$ cat src/rtl/clock_pkg.sv
// Shared types, field codes, limits and step helpers for the clock datapath.
package clock_pkg;

  localparam int unsigned TIME_W  = 6;
  localparam int unsigned MONTH_W = 4;
  localparam int unsigned YEAR_W  = 14;
  localparam int unsigned DIM_W   = 5;

  localparam logic [TIME_W-1:0]  SEC_MAX   = 6'd59;
  localparam logic [TIME_W-1:0]  MIN_MAX   = 6'd59;
  localparam logic [TIME_W-1:0]  HOUR_MAX  = 6'd23;
  localparam logic [MONTH_W-1:0] MONTH_MAX = 4'd12;
  localparam logic [YEAR_W-1:0]  YEAR_MAX  = 14'd9999;

  typedef enum logic {RUN, EDIT} state_e;

  localparam logic [2:0] ITEM_NONE   = 3'd0;
  localparam logic [2:0] ITEM_HOUR   = 3'd1;
  localparam logic [2:0] ITEM_MINUTE = 3'd2;
  localparam logic [2:0] ITEM_SECOND = 3'd3;
  localparam logic [2:0] ITEM_DAY    = 3'd1;
  localparam logic [2:0] ITEM_MONTH  = 3'd2;
  localparam logic [2:0] ITEM_YEAR   = 3'd3;

  function automatic logic is_leap(input logic [YEAR_W-1:0] y);
    return ((y % 14'd4 == 14'd0) && (y % 14'd100 != 14'd0)) || (y % 14'd400 == 14'd0);
  endfunction

  // Out-of-range values snap to the minimum on their first step.
  function automatic logic [YEAR_W-1:0] step_field(input logic [YEAR_W-1:0] v,
                                                   input logic [YEAR_W-1:0] lo,
                                                   input logic [YEAR_W-1:0] hi,
                                                   input logic up);
    if (v < lo || v > hi) return lo;
    if (up) return (v == hi) ? lo : v + 14'd1;
    return (v == lo) ? hi : v - 14'd1;
  endfunction

endpackage

$ cat src/rtl/days_in_month.sv
// Combinational days-in-month lookup; shared with the timekeeping counters.
module days_in_month
  import clock_pkg::*;
(
  input  logic [MONTH_W-1:0] month,
  input  logic [YEAR_W-1:0]  year,
  output logic [DIM_W-1:0]   dim
);

  always_comb begin
    dim = 5'd31;
    case (month)
      4'd2:                     dim = is_leap(year) ? 5'd29 : 5'd28;
      4'd4, 4'd6, 4'd9, 4'd11:  dim = 5'd30;
      default:                  dim = 5'd31;
    endcase
  end

endmodule

$ cat src/rtl/time_set_control.sv
// Button-driven page/field selection, shadow editing and commit of time/date.
// Optional press-and-hold auto-repeat is enabled by defining AUTO_REPEAT_EN.
module time_set_control
  import clock_pkg::*;
#(
  parameter int unsigned EDIT_TIMEOUT  = 500_000_000,
  parameter int unsigned HOLD_CYCLES   = 25_000_000,
  parameter int unsigned REPEAT_CYCLES = 5_000_000
) (
  input  logic              clk,
  input  logic              rst_n,
  input  logic              btn_mode,
  input  logic              btn_select,
  input  logic              btn_up,
  input  logic              btn_down,
  input  logic [5:0]        second_in,
  input  logic [5:0]        minute_in,
  input  logic [5:0]        hour_in,
  input  logic [5:0]        day_in,
  input  logic [3:0]        month_in,
  input  logic [13:0]       year_in,
  output logic              mode_time,
  output logic [2:0]        select_item,
  output logic              set_load,
  output logic [5:0]        second_out,
  output logic [5:0]        minute_out,
  output logic [5:0]        hour_out,
  output logic [5:0]        day_out,
  output logic [3:0]        month_out,
  output logic [13:0]       year_out
);

  state_e      state_q, state_d;
  logic        mode_time_q, mode_time_d, set_load_q, set_load_d;
  logic [2:0]  item_q, item_d;
  logic [5:0]  sec_q, sec_d, min_q, min_d, hour_q, hour_d, day_q, day_d;
  logic [3:0]  month_q, month_d, month_new;
  logic [13:0] year_q, year_d, year_new;
  logic [31:0] to_cnt_q, to_cnt_d;
  logic        mode_prev_q, sel_prev_q, up_prev_q, dn_prev_q;
  logic        mode_p, sel_p, up_p, dn_p, any_press;
  logic        rep_fire, step_up, step_dn, step_en;
  logic [4:0]  dim_new;

  assign mode_p    = btn_mode   & ~mode_prev_q;
  assign sel_p     = btn_select & ~sel_prev_q;
  assign up_p      = btn_up     & ~up_prev_q;
  assign dn_p      = btn_down   & ~dn_prev_q;
  assign any_press = mode_p | sel_p | up_p | dn_p;

`ifdef AUTO_REPEAT_EN
  logic [31:0] hold_q, hold_d;
  logic        rep_q, rep_d, held;

  assign held = (state_q == EDIT) && (btn_up ^ btn_down) && !btn_select && !btn_mode;

  always_comb begin
    hold_d   = hold_q + 32'd1;
    rep_d    = rep_q;
    rep_fire = 1'b0;
    if (!held || any_press) begin
      hold_d = '0;
      rep_d  = 1'b0;
    end else if ((!rep_q && hold_q == HOLD_CYCLES - 1) ||
                 ( rep_q && hold_q == REPEAT_CYCLES - 1)) begin
      rep_fire = 1'b1;
      hold_d   = '0;
      rep_d    = 1'b1;
    end
  end

  always_ff @(posedge clk) begin
    if (!rst_n) begin
      hold_q <= '0;
      rep_q  <= 1'b0;
    end else begin
      hold_q <= hold_d;
      rep_q  <= rep_d;
    end
  end
`else
  assign rep_fire = (HOLD_CYCLES == 0) && (REPEAT_CYCLES == 0) && 1'b0;
`endif

  always_comb begin
    step_up = (up_p & ~btn_down) | (rep_fire & btn_up);
    step_dn = (dn_p & ~btn_up)   | (rep_fire & btn_down);
    step_en = (state_q == EDIT) && !sel_p && !mode_p && (step_up | step_dn);
  end

  // Candidate month/year feed the dim lookup so the day clamp lands in the same update.
  always_comb begin
    month_new = month_q;
    year_new  = year_q;
    if (step_en && mode_time_q) begin
      if (item_q == ITEM_MONTH)
        month_new = 4'(step_field({10'd0, month_q}, 14'd1, {10'd0, MONTH_MAX}, step_up));
      else if (item_q == ITEM_YEAR)
        year_new = step_field(year_q, 14'd0, YEAR_MAX, step_up);
    end
  end

  days_in_month u_dim (
    .month (month_new),
    .year  (year_new),
    .dim   (dim_new)
  );

  always_comb begin
    state_d     = state_q;
    mode_time_d = mode_time_q;
    item_d      = item_q;
    set_load_d  = 1'b0;
    sec_d       = sec_q;
    min_d       = min_q;
    hour_d      = hour_q;
    day_d       = day_q;
    month_d     = month_q;
    year_d      = year_q;
    to_cnt_d    = '0;
    case (state_q)
      RUN: begin
        if (sel_p) begin
          sec_d   = second_in;
          min_d   = minute_in;
          hour_d  = hour_in;
          day_d   = day_in;
          month_d = month_in;
          year_d  = year_in;
          item_d  = ITEM_HOUR;
          state_d = EDIT;
        end else if (mode_p) begin
          mode_time_d = ~mode_time_q;
        end
      end
      EDIT: begin
        if (sel_p) begin
          if (item_q >= ITEM_SECOND) begin
            set_load_d = 1'b1;
            item_d     = ITEM_NONE;
            state_d    = RUN;
          end else begin
            item_d = item_q + 3'd1;
          end
        end else if (step_en) begin
          case ({mode_time_q, item_q})
            4'b0_001: hour_d = 6'(step_field({8'd0, hour_q}, 14'd0, {8'd0, HOUR_MAX}, step_up));
            4'b0_010: min_d  = 6'(step_field({8'd0, min_q},  14'd0, {8'd0, MIN_MAX},  step_up));
            4'b0_011: sec_d  = 6'(step_field({8'd0, sec_q},  14'd0, {8'd0, SEC_MAX},  step_up));
            4'b1_001: day_d  = 6'(step_field({8'd0, day_q},  14'd1, {9'd0, dim_new},  step_up));
            4'b1_010, 4'b1_011: begin
              month_d = month_new;
              year_d  = year_new;
              if (day_q > {1'b0, dim_new}) day_d = {1'b0, dim_new};
            end
            default: ;
          endcase
        end else if (!any_press) begin
          if (to_cnt_q == EDIT_TIMEOUT - 1) begin
            item_d  = ITEM_NONE;
            state_d = RUN;
          end else begin
            to_cnt_d = to_cnt_q + 32'd1;
          end
        end
      end
      default: state_d = RUN;
    endcase
  end

  always_ff @(posedge clk) begin
    if (!rst_n) begin
      state_q     <= RUN;
      mode_time_q <= 1'b0;
      item_q      <= ITEM_NONE;
      set_load_q  <= 1'b0;
      sec_q       <= '0;
      min_q       <= '0;
      hour_q      <= '0;
      day_q       <= '0;
      month_q     <= '0;
      year_q      <= '0;
      to_cnt_q    <= '0;
      mode_prev_q <= 1'b0;
      sel_prev_q  <= 1'b0;
      up_prev_q   <= 1'b0;
      dn_prev_q   <= 1'b0;
    end else begin
      state_q     <= state_d;
      mode_time_q <= mode_time_d;
      item_q      <= item_d;
      set_load_q  <= set_load_d;
      sec_q       <= sec_d;
      min_q       <= min_d;
      hour_q      <= hour_d;
      day_q       <= day_d;
      month_q     <= month_d;
      year_q      <= year_d;
      to_cnt_q    <= to_cnt_d;
      mode_prev_q <= btn_mode;
      sel_prev_q  <= btn_select;
      up_prev_q   <= btn_up;
      dn_prev_q   <= btn_down;
    end
  end

  assign mode_time   = mode_time_q;
  assign select_item = item_q;
  assign set_load    = set_load_q;
  assign second_out  = sec_q;
  assign minute_out  = min_q;
  assign hour_out    = hour_q;
  assign day_out     = day_q;
  assign month_out   = month_q;
  assign year_out    = year_q;

endmodule
$ cat config.mk
export PLATFORM = sky130hd
export DESIGN_NAME = time_set_control
export DESIGN_NICKNAME = d
export VERILOG_FILES = /design/src/rtl/clock_pkg.sv /design/src/rtl/days_in_month.sv /design/src/rtl/time_set_control.sv
export SDC_FILE = /design/constraint.sdc
export NUM_CORES = 1
export LEC_CHECK = 0
export BUFFER_PORTS_ARGS = -buffer_cell sky130_fd_sc_hd__buf_2
export CAP_MARGIN = 20
export CELL_PAD_IN_SITES_DETAIL_PLACEMENT = 1
export CELL_PAD_IN_SITES_GLOBAL_PLACEMENT = 2
export CORE_UTILIZATION = 37
export CTS_CLUSTER_SIZE = 40
export DETAILED_ROUTE_END_ITERATION = 8
export PLACE_DENSITY_LB_ADDON = 0.1
export SETUP_SLACK_MARGIN = 0.02
export SYNTH_ARGS = -nofsm -noshare
export SYNTH_HDL_FRONTEND = slang
export SYNTH_HIERARCHICAL = 1
export SYNTH_SLANG_ARGS = --single-unit
$ cat constraint.sdc
create_clock -name clk -period 14.8 [get_ports clk]
set_input_delay 0.74 -clock clk [delete_from_list [all_inputs] [get_ports clk]]
set_output_delay 0.74 -clock clk [all_outputs]
set_load 0.02 [all_outputs]
# [Word-level counts from Yosys, hierarchy flattened]
# Cells that the tools add are included.
[totals] ff_bits=84 latch_bits=0 ram_bits=0 rom_bits=0 inputBits=48 output_inout_bits=47 word_cells=269 n_memories=0
[op_classes] addsub=14 multipliers=0 div_mod_pow=2 order_cmp=11 n_eq_ne=34 n_shift=0 mux=144 n_bitwise=20 n_reduce_logical=29
[op_table] op="$mux 6" count=40
[op_table] op="$mux 14" count=13
[op_table] op="$mux 1" count=63
[op_table] op="$pmux 6 s2" count=5
[op_table] op="$mux 4" count=12
[op_table] op="$logic_not 14->1" count=3
[op_table] op="$add 32x1->32 const B" count=1
[op_table] op="$eq 32x29->1 const B" count=1
[op_table] op="$pmux 14 s2" count=1
[op_table] op="$add 6x1->6 const B" count=4
[op_table] op="$eq 4x4->1 const B" count=6
[op_table] op="$sub 6x1->6 const B" count=4
[op_table] op="$reduce_and 4->1" count=5
[op_table] op="$logic_not 6->1" count=3
[op_table] op="$mux 3" count=6
[op_table] op="$add 14x1->14 const B" count=1
[op_table] op="$eq 14x14->1 const B" count=1
[op_table] op="$gt 14x14->1 const B" count=1
[op_table] op="$lt 14x1->1 const B" count=1
[op_table] op="$mod 14x7->14 const B" count=1
[op_table] op="$mod 14x9->14 const B" count=1
[op_table] op="$reduce_bool 14->1" count=1
[op_table] op="$sub 14x1->14 const B" count=1
[op_table] op="$eq 4x2->1 const B" count=3
[op_table] op="36 further kinds" count=76

# [Depth between registers and ports, before layout]
# Gate-level depths: netlist of run 1.
[logic_depth] ltp_word=41 mapped_depth=34 mapped_depth_nobuf=32

# [Hierarchy]
# The synthesis of run 1 kept the hierarchy.
[modules_own_cells] mod="time_set_control" instances=1 cells_each=865 area_per_inst_um2=6431.2 seq_area_each_um2=1681.6
[modules_own_cells] mod="days_in_month" instances=1 cells_each=250 area_per_inst_um2=1689.1 seq_area_each_um2=0.0

# [Least setup slack after synthesis of run 1]
# No wires, ideal clock.
[synth_timing] path_kind="input to register" from="input port btn_select" to="register day_q[0] (netlist: day_out[0])" setup_ns=0.074 t_arrival_ns=8.323 required_time_ns=14.726 path_slack_ns=6.402 stages=32 n_path_buf=1 cell_sequence="nand2b_1 > ha_1 > inv_1 > a2111oi_1 > and2_1 > buf_2 > o21ai_0 > and2_1 > or2_2 > or3_1 > o221a_1 > o22ai_2 > nor2_1 > o221a_4 > or4_4 > o21a_1 > o211a_2 > nor4_4 > a22oi_2 > o31ai_2 > nand2_1 > o2bb2ai_1 > o31a_2 > xnor2_1 > mux2_4 > a211oi_2 > ha_1 > and3_1 > a31oi_1 > o211ai_1 > or4_1 > o21ai_0"
[synth_between] elab_chain_len=25 word_cells_on_any_way=47 cone_classes="2 x div; 2 x order compare; 10 x eq/ne; 19 x mux; 1 x bitwise; 13 x reduce/logical"
[synth_rtl] item="start: declaration" line="time_set_control.sv:13" text="input logic btn_select,"
[synth_rtl] item="$and 1x1->1 (*)" line="time_set_control.sv:46" text="assign sel_p = btn_select & ~sel_prev_q;"
[synth_rtl] item="$logic_not 1->1 (*)" line="time_set_control.sv:88" text="step_en = (state_q == EDIT) && !sel_p && !mode_p && (step_up | step_dn);"
[synth_rtl] item="$logic_and 1x1->1 (*) (3 in series)" line="time_set_control.sv:88"
[synth_rtl] item="$logic_and 1x1->1 (*)" line="time_set_control.sv:95" text="if (step_en && mode_time_q) begin"
[synth_rtl] item="$mux 14 (*)" line="time_set_control.sv:95"
[synth_rtl] item="named net year_new[8]" line="time_set_control.sv:38" text="logic [13:0] year_q, year_d, year_new;"
[synth_rtl] item="$mod 14x7->14" line="clock_pkg.sv:26" text="return ((y % 14'd4 == 14'd0) && (y % 14'd100 != 14'd0)) || (y % 14'd400 == 14'd0);"
[synth_rtl] item="$reduce_bool 14->1" line="clock_pkg.sv:26"
[synth_rtl] item="[4 not listed]"
[synth_rtl] item="named net dim_new[0]" line="time_set_control.sv:43" text="logic [4:0] dim_new;"
[synth_rtl] item="[4 not listed]"
[synth_rtl] item="$mux 1" line="time_set_control.sv:145" text="end else if (step_en) begin"
[synth_rtl] item="$mux 1" line="time_set_control.sv:137" text="if (sel_p) begin"
[synth_rtl] item="$mux 1" line="time_set_control.sv:121" text="case (state_q)"
[synth_rtl] item="$mux 6" line="clock_pkg.sv:35" text="if (up) return (v == hi) ? lo : v + 14'd1;"
[synth_rtl] item="$pmux 6 s2" line="time_set_control.sv:146" text="case ({mode_time_q, item_q})"
[synth_rtl] item="$mux 6" line="time_set_control.sv:145"
[synth_rtl] item="$mux 6" line="time_set_control.sv:137"
[synth_rtl] item="$pmux 6 s2" line="time_set_control.sv:121"
[synth_rtl] item="end signal: assignment" line="time_set_control.sv:196" text="day_q <= day_d;"
[synth_rtl] item="end: declaration" line="time_set_control.sv:36" text="logic [5:0] sec_q, sec_d, min_q, min_d, hour_q, hour_d, day_q, day_d;"
# Mark *: on every way through the listed nets, which the timed path passes. The rest lies on a longest branch. The select of a mux whose other input is x is not followed.
# A chain may end at the register's enable or synchronous reset.

# [Final worst setup path of run 1]
# Ends and elaborated chain as after synthesis.

==> impl_metrics.toml, run 1 <==
[finish]
antenna_cells = 0
final_nets = 1234
syn_to_final_growth_pct = 11.1
drive_gt1_frac = 0.151

[critical_path]
reg2reg_from = "select_item[0]$_SDFFE_PN0P_"
cp_max_fo = 21
cp.arrival_ps = 10260
startpoint = "btn_select"
ff2ff_setup_slack_ps = 4920
max_stage_delay_ps = 670
reg2reg_to = "day_out[0]$_SDFFE_PN0P_"
path_delay_family = "compound AO/OA/AOI/OAI gates"
cp.depth = 30
crit_type = "in -> reg"
slowest_stage = "a2111oi_1"
crit_path_end = "day_out[0]$_SDFFE_PN0P_"
path_buf_inv = 2
worstSetupEndpointType = "flip-flop"
worst_setup_path_start_kind = "input pin"
cp.required_ps = 15080
rr_worst_depth = 29

[grt]
grt_overflow = 0
grt_max_degree = 51
grt_pass1_wl_mm = 44.8
grt_antenna_before_repair = 0
grt_pass1_vias = 8430
grt_use_total = 0.249

[cts]
cts_inserted_buffers = 9
cts.sinks = 84
clk_pin_slew_ps = 70
cts_setup_buffers = 0
cts.path.max_buffers = 2
cts_tree = "built"
clk-insertion-delay-late_ps = 360
post_cts_resized = 0
hold_buffers = 0
cts_htree_levels = 3
clock-root-buffer = "clkbuf_16"

[floorplan]
rows = 53
die_area_um2 = 22500
coreArea_um2 = 21300
initial_core_util = 0.381
die_x_um = 150
die_h_um = 150
pin_count = 95

[sta]
slew_headroom = 0.281
tightest_slew_ps = 1080
finalCritPeriodShare = 0.674
period_needed_ps = 9980
max_freq_mhz = 100
setup_ws_ps = 4820
rsz0062_at_grt = "false"
final_hold_viol_count = 0
slew_violations = 0
timing.setup.tns_ps = 0
fin_skew_ps = 7.14
setup_viol = 0

[detailed_routing]
dr.pass1.iters = 4
wl_per_cell_um = 19.1
via_per_inst = 6.02
vias = 8634
drt_iter0_markers = 405
drc = 0
finalWirelength_mm = 27.4
ant_nets = 0

[synth]
avgSynthCellArea_um2 = 7.28
yosysTopAreaCellShare = 0.207
synth-main-ff-cell = "dfxtp_1"
syn_inst = 1115
synth_area_leaders = "dfxtp_1 21%, nor2_1 5.2%, ha_1 4.8%, o21ai_0 4.6%, nand2_1 4.4%"
synth_seq_area_share = 0.207
ys_top_cells_by_count = "112 x nor2_1, 96 x nand2_1, 84 x dfxtp_1"
synthesis.area_um2 = 8120
synth_most_common_cell = "nor2_1"
yosys_register_bits = 84
async_flop_share = 0
synth_edf_count = 0
yosysTopAreaCell = "dfxtp_1"
yosys_warnings = 6
ys_types = 103

[placed_design]
place_congestion = 0.831
port_buffers = 94
pre_cts_ws_ps = 4490
dpl.hpwl_mm = 19.6

[pwr]
p_leak_nw = 3.49
powerDensity_nw_per_um2 = 111
vdd_drop_max_uv = 52.2

[min_path]
worstHoldPathType = "reg -> reg"

[job]
max-cap-violations = 0

[run_status]
status = "complete, no violations"
## layout by cell type, fill, tap and decap left out, types with 9 or more instances in the layout
cell type | Yosys | layout
xor2_1 | 28 | 28
ha_1 | 31 | 31
nand2_1 | 96 | 96
o211ai_1 | 13 | 13
nor4_1 | 11 | 11
nor2b_1 | 10 | 10
a22oi_1 | 13 | 13
inv_1 | 44 | 44
nor3_1 | 27 | 27
clkbuf_16 | 0 | 9
a31oi_1 | 21 | 21
nand3_1 | 49 | 49
o21ai_1 | 8 | 11
buf_2 | 11 | 94
o31ai_1 | 13 | 13
and2_1 | 13 | 13
buf_4 | 6 | 12
o21ai_0 | 74 | 71
and3_1 | 24 | 24
o22ai_1 | 9 | 9
a211oi_1 | 18 | 18
nor2_1 | 112 | 112
or3_1 | 18 | 18
xnor2_1 | 23 | 23
mux2i_1 | 14 | 14
a21oi_1 | 51 | 51
dfxtp_1 | 84 | 83
nand4_1 | 24 | 24
## how the worst min path moves through the flow
stage | start | to | slack (ps) | cells after the start
final | to_cnt_q[0]$_SDFF_PP0_ | to_cnt_q[0]$_SDFF_PP0_ | 440 | 1
after global routing | to_cnt_q[0]$_SDFF_PP0_ | to_cnt_q[0]$_SDFF_PP0_ | 460 | 1
after CTS | to_cnt_q[0]$_SDFF_PP0_ | to_cnt_q[0]$_SDFF_PP0_ | 440 | 1
after detailed placement | to_cnt_q[0]$_SDFF_PP0_ | to_cnt_q[0]$_SDFF_PP0_ | 430 | 1
after global placement | to_cnt_q[0]$_SDFF_PP0_ | to_cnt_q[0]$_SDFF_PP0_ | 420 | 1
after floorplan | to_cnt_q[0]$_SDFF_PP0_ | to_cnt_q[0]$_SDFF_PP0_ | 410 | 1
## worst reg2reg max path: cells and delay by family, from the launching register on
| family | cells | cell delay, ps |
|---|---|---|
| simple gates | 8 | 2800 |
| flops | 1 | 440 |
| mux | 1 | 320 |
| xor+xnor | 1 | 210 |
| compound gates | 16 | 5220 |
| fa+ha+maj | 3 | 840 |
## power breakdown
group | switching (W) | leakage (nW) | internal, W
sequential | 0.0000386 | 0.687 | 0.000241
combinational | 0.000291 | 2.65 | 0.000191
clock | 0.000108 | 0.148 | 0.000133
## cell families (layout without fill, tap and decap cells)
family	Yosys count	in the layout	share of synthesized area
AOI/OAI and AO/OA	344	344	0.298
xor gates and xnor gates	51	51	0.0550
adders and majority gates	31	31	0.0478
buffers and inverters	126	168	0.0667
DFF	84	84	0.207
muxes	19	19	0.0259
other	1	3	0.000462
and+or+nand+nor	459	459	0.300
## routing by layer
metal | up-vias | GRT usage | wire length [um]
li1 | 4244 | - | -
met1 | 4224 | 0.335 | 13100
met2 | 137 | 0.414 | 12900
met3 | 29 | 0.0312 | 927
met4 | 0 | 0.0712 | 467
met5 | - | 0 | 0
## metrics by stage
step,power [W],area (um2),utilization,std cells,hold slack (ps)
6_report,0.00100,9020,0.424,1434,440
5_1_grt,0.00107,9020,0.424,1434,460
4_1_cts,0.00100,8960,0.421,1432,441
3_5_place_dp,0.000760,8670,0.407,1417,431
3_3_place_gp,0.000756,8670,0.407,1417,424
2_1_floorplan,0.000646,8130,-,1117,413
## flip-flops by register name, summed over array words and instances (netlist names)
name / flops
mode_prev_q: 1
to_cnt_q: 32
hour_out: 6
second_out: 6
dn_prev_q: 1
state_q: 1
day_out: 6
minute_out: 6
month_out: 4
sel_prev_q: 1
mode_time: 1
year_out: 14
select_item: 3
up_prev_q: 1
set_load: 1
## cell type report
type,instances,area [um2]
Clock inverter,6,72.6
Multi-Input combinational cell,907,5910
Timing Repair Buffer,108,616
Clock buffer,9,225
Sequential cell,84,1680
Fill cell,2699,12300
Tap cell,275,344
Inverter,45,169
No activity file was read; power rests on OpenSTA's default activity.
==> run 2, diff against run 1 <==
--- a/config.mk
+++ b/config.mk
@@ -5,11 +5,12 @@
 export SDC_FILE = /design/constraint.sdc
 export NUM_CORES = 1
 export LEC_CHECK = 0
+export ABC_AREA = 1
 export BUFFER_PORTS_ARGS = -buffer_cell sky130_fd_sc_hd__buf_2
 export CAP_MARGIN = 20
 export CELL_PAD_IN_SITES_DETAIL_PLACEMENT = 1
 export CELL_PAD_IN_SITES_GLOBAL_PLACEMENT = 2
-export CORE_UTILIZATION = 37
+export CORE_UTILIZATION = 32
 export CTS_CLUSTER_SIZE = 40
 export DETAILED_ROUTE_END_ITERATION = 8
 export PLACE_DENSITY_LB_ADDON = 0.1
==> constraint.sdc (replaced) <==
create_clock -name clk -period 10.1 [get_ports clk]
set_input_delay 0.505 -clock clk [delete_from_list [all_inputs] [get_ports clk]]
set_output_delay 0.505 -clock clk [all_outputs]
set_load 0.02 [all_outputs]
==> impl_metrics.toml, run 2 <==
[pwr]
switching_share = 0.493
vdd_drop_max_uv = 117
pwr-share-comb = 0.541
powerDensity_nw_per_um2 = 192
sequentialPowerShare = 0.237
internal_power_w = 0.000899
power_frac_clock = 0.222
p_sw_w = 0.000875
p_leak_nw = 4.04

[finish]
regMostFlops = "to_cnt_q"
fillers = 3424
drive_gt1_frac = 0.192
final_cell_mix = "288 x nand2_1, 148 x inv_1, 129 x nor2_1"
syn_to_final_growth_pct = 11.9
final_nets = 1477
largest_reg_flops = 32
post-route-util = 0.366
final_common_cell = "nand2_1"

[critical_path]
worstSetupEndpointType = "flip-flop"
max_stage_delay_ps = 440
cp_max_fo = 11
worst_setup_path_start_kind = "flip-flop"
cp.arrival_ps = 7370
crit_type = "reg -> reg"
cp.required_ps = 10360
slowest_stage = "dfxtp_1"

[grt]
grt_pass1_vias = 8899
grt_use_total = 0.217
grt_pass1_wl_mm = 45.8
grt_antenna_before_repair = 4
grt_max_degree = 52
grt_overflow = 0

[synth]
synth_seq_area_share = 0.203
yosys_register_bits = 84
ys_top_cells_by_count = "288 x nand2_1, 149 x inv_1, 129 x nor2_1"
async_flop_share = 0
synth-main-ff-cell = "dfxtp_1"
yosysTopAreaCell = "dfxtp_1"
yosysTopAreaCellShare = 0.203
syn_inst = 1334
synth_area_leaders = "dfxtp_1 20%, nand2_1 13%, inv_1 6.8%, nand3_1 6.2%, a21oi_1 5.9%"
synth_most_common_cell = "nand2_1"
synth_edf_count = 0
avgSynthCellArea_um2 = 6.20
ys_types = 63
yosys_warnings = 6
synthesis.area_um2 = 8270

[detailed_routing]
drt_iter0_markers = 342
dr.pass1.iters = 4
wl_met3_um = 802
drt-met1-wl_mm = 13.7
wl_per_cell_um = 16.2
vias = 8814
drc = 0
via_per_inst = 5.08
top_layer_used = "met5"
ant_nets = 0
met2WireLength_mm = 13.2
finalWirelength_mm = 28.1

[floorplan]
pin_count = 95
rows = 58
die_x_um = 163
coreArea_um2 = 25300
initial_core_util = 0.327
die_h_um = 163
die_area_um2 = 26500

[run_status]
status = "complete, no violations"

[cts]
cts_inserted_buffers = 9
cts_setup_buffers = 0
cts_htree_levels = 3
cts_tree = "built"
clock-root-buffer = "clkbuf_16"
post_cts_resized = 0
clk_pin_slew_ps = 80
clk-insertion-delay-late_ps = 360
hold_buffers = 0
cts.path.max_buffers = 2
cts.sinks = 84

[sta]
rsz0062_at_grt = "false"
period_needed_ps = 7120
final_hold_viol_count = 0
fin_skew_ps = 12.2
finalCritPeriodShare = 0.705
tightest_slew_ps = 715
setup_viol = 0
max_freq_mhz = 141
slew_violations = 0
timing.setup.tns_ps = 0
slew_headroom = 0.523

[placed_design]
port_buffers = 94
dpl.hpwl_mm = 21.4
place_congestion = 0.859

[min_path]
worstHoldPathType = "in -> reg"

[job]
max-cap-violations = 0
==> run 2: changes by cell type in the layout (fill, tap and decap cells not counted), sizes merged, moves of 19 or more <==
cell / previous run / this run
a211oi: 20 / 1
a21oi: 51 / 107
a31oi: 22 / 3
and3: 25 / 3
inv: 47 / 168
nand2: 97 / 338
nand3: 49 / 122
nor2: 112 / 158
or3: 19 / 0
==> run 2: cell type report <==
cell class / count / area (um2) / area share
inverters: 166 / 623 / 0.0674
clock buffers: 10 / 239 / 0.0258
repair buffers: 98 / 500 / 0.0541
flip-flops and latches: 84 / 1680 / 0.182
diodes: 1 / 2.50 / 0.000271
multi-input cells: 1039 / 5700 / 0.616
clock inverters: 6 / 91.3 / 0.00987
well taps: 330 / 413 / 0.0446
==> run 2: worst paths after layout <==
kind / startpoint / endpoint / slack [ps] / depth (start not counted)
hold / removal: btn_select / sel_prev_q$_SDFF_PN0_ / 330 / 3
setup / recovery: year_out[0]$_SDFFE_PN0P_ / day_out[2]$_SDFFE_PN0P_ / 2980 / 54
setup reg to reg: year_out[0]$_SDFFE_PN0P_ / day_out[2]$_SDFFE_PN0P_ / 2980 / 54
hold reg to reg: to_cnt_q[0]$_SDFF_PP0_ / to_cnt_q[0]$_SDFF_PP0_ / 460 / 1
==> run 2: cells by family (layout without fill, tap and decap cells) <==
| group | count (synthesis) | in the layout | synth area share |
|---|---|---|---|
| other | 1 | 4 | 0.000454 |
| adders and majority gates | 31 | 31 | 0.0469 |
| buffers and inverters | 213 | 280 | 0.108 |
| DFF | 84 | 84 | 0.203 |
| xor gates and xnor gates | 43 | 43 | 0.0456 |
| AOI/OAI and AO/OA | 242 | 242 | 0.167 |
| and+or+nand+nor | 720 | 720 | 0.429 |
==> run 2: worst max-delay path: cells and delay by family (launching register included) <==
family          cells  cell delay, ps
simple gates       47            5400
buf+inv             3             480
flops               1             440
fa+ha+maj           2             420
compound gates      2             260
==> run 2: routing by layer <==
layer	global-route usage	vias to the layer above
met5	0	-
met4	0.0501	6
met3	0.0334	27
met2	0.375	95
met1	0.281	4189
li1	-	4497
==> run 2: stage by stage <==
stage               instances  hold WS, ps  instance area [um2]  power [W]  setup WS (ps)
detailed placement       1717          446                 8920    0.00139           2690
floorplan                1336          418                 8280    0.00116           4170
finish                   1734          332                 9250    0.00177           2980
global route             1733          347                 9250    0.00193           2240
CTS                      1733          317                 9250    0.00179           2990
global placement         1717          429                 8920    0.00138           2940
==> run 2: power groups by stage <==
stage | Combinational (W) | Clock (W) | Sequential [W]
finish | 0.000959 | 0.000394 | 0.000420
detailed placement | 0.000960 | 0 | 0.000428
floorplan | 0.000740 | 0 | 0.000421
global route | 0.00108 | 0.000418 | 0.000427
global placement | 0.000952 | 0 | 0.000429
CTS | 0.000965 | 0.000407 | 0.000421
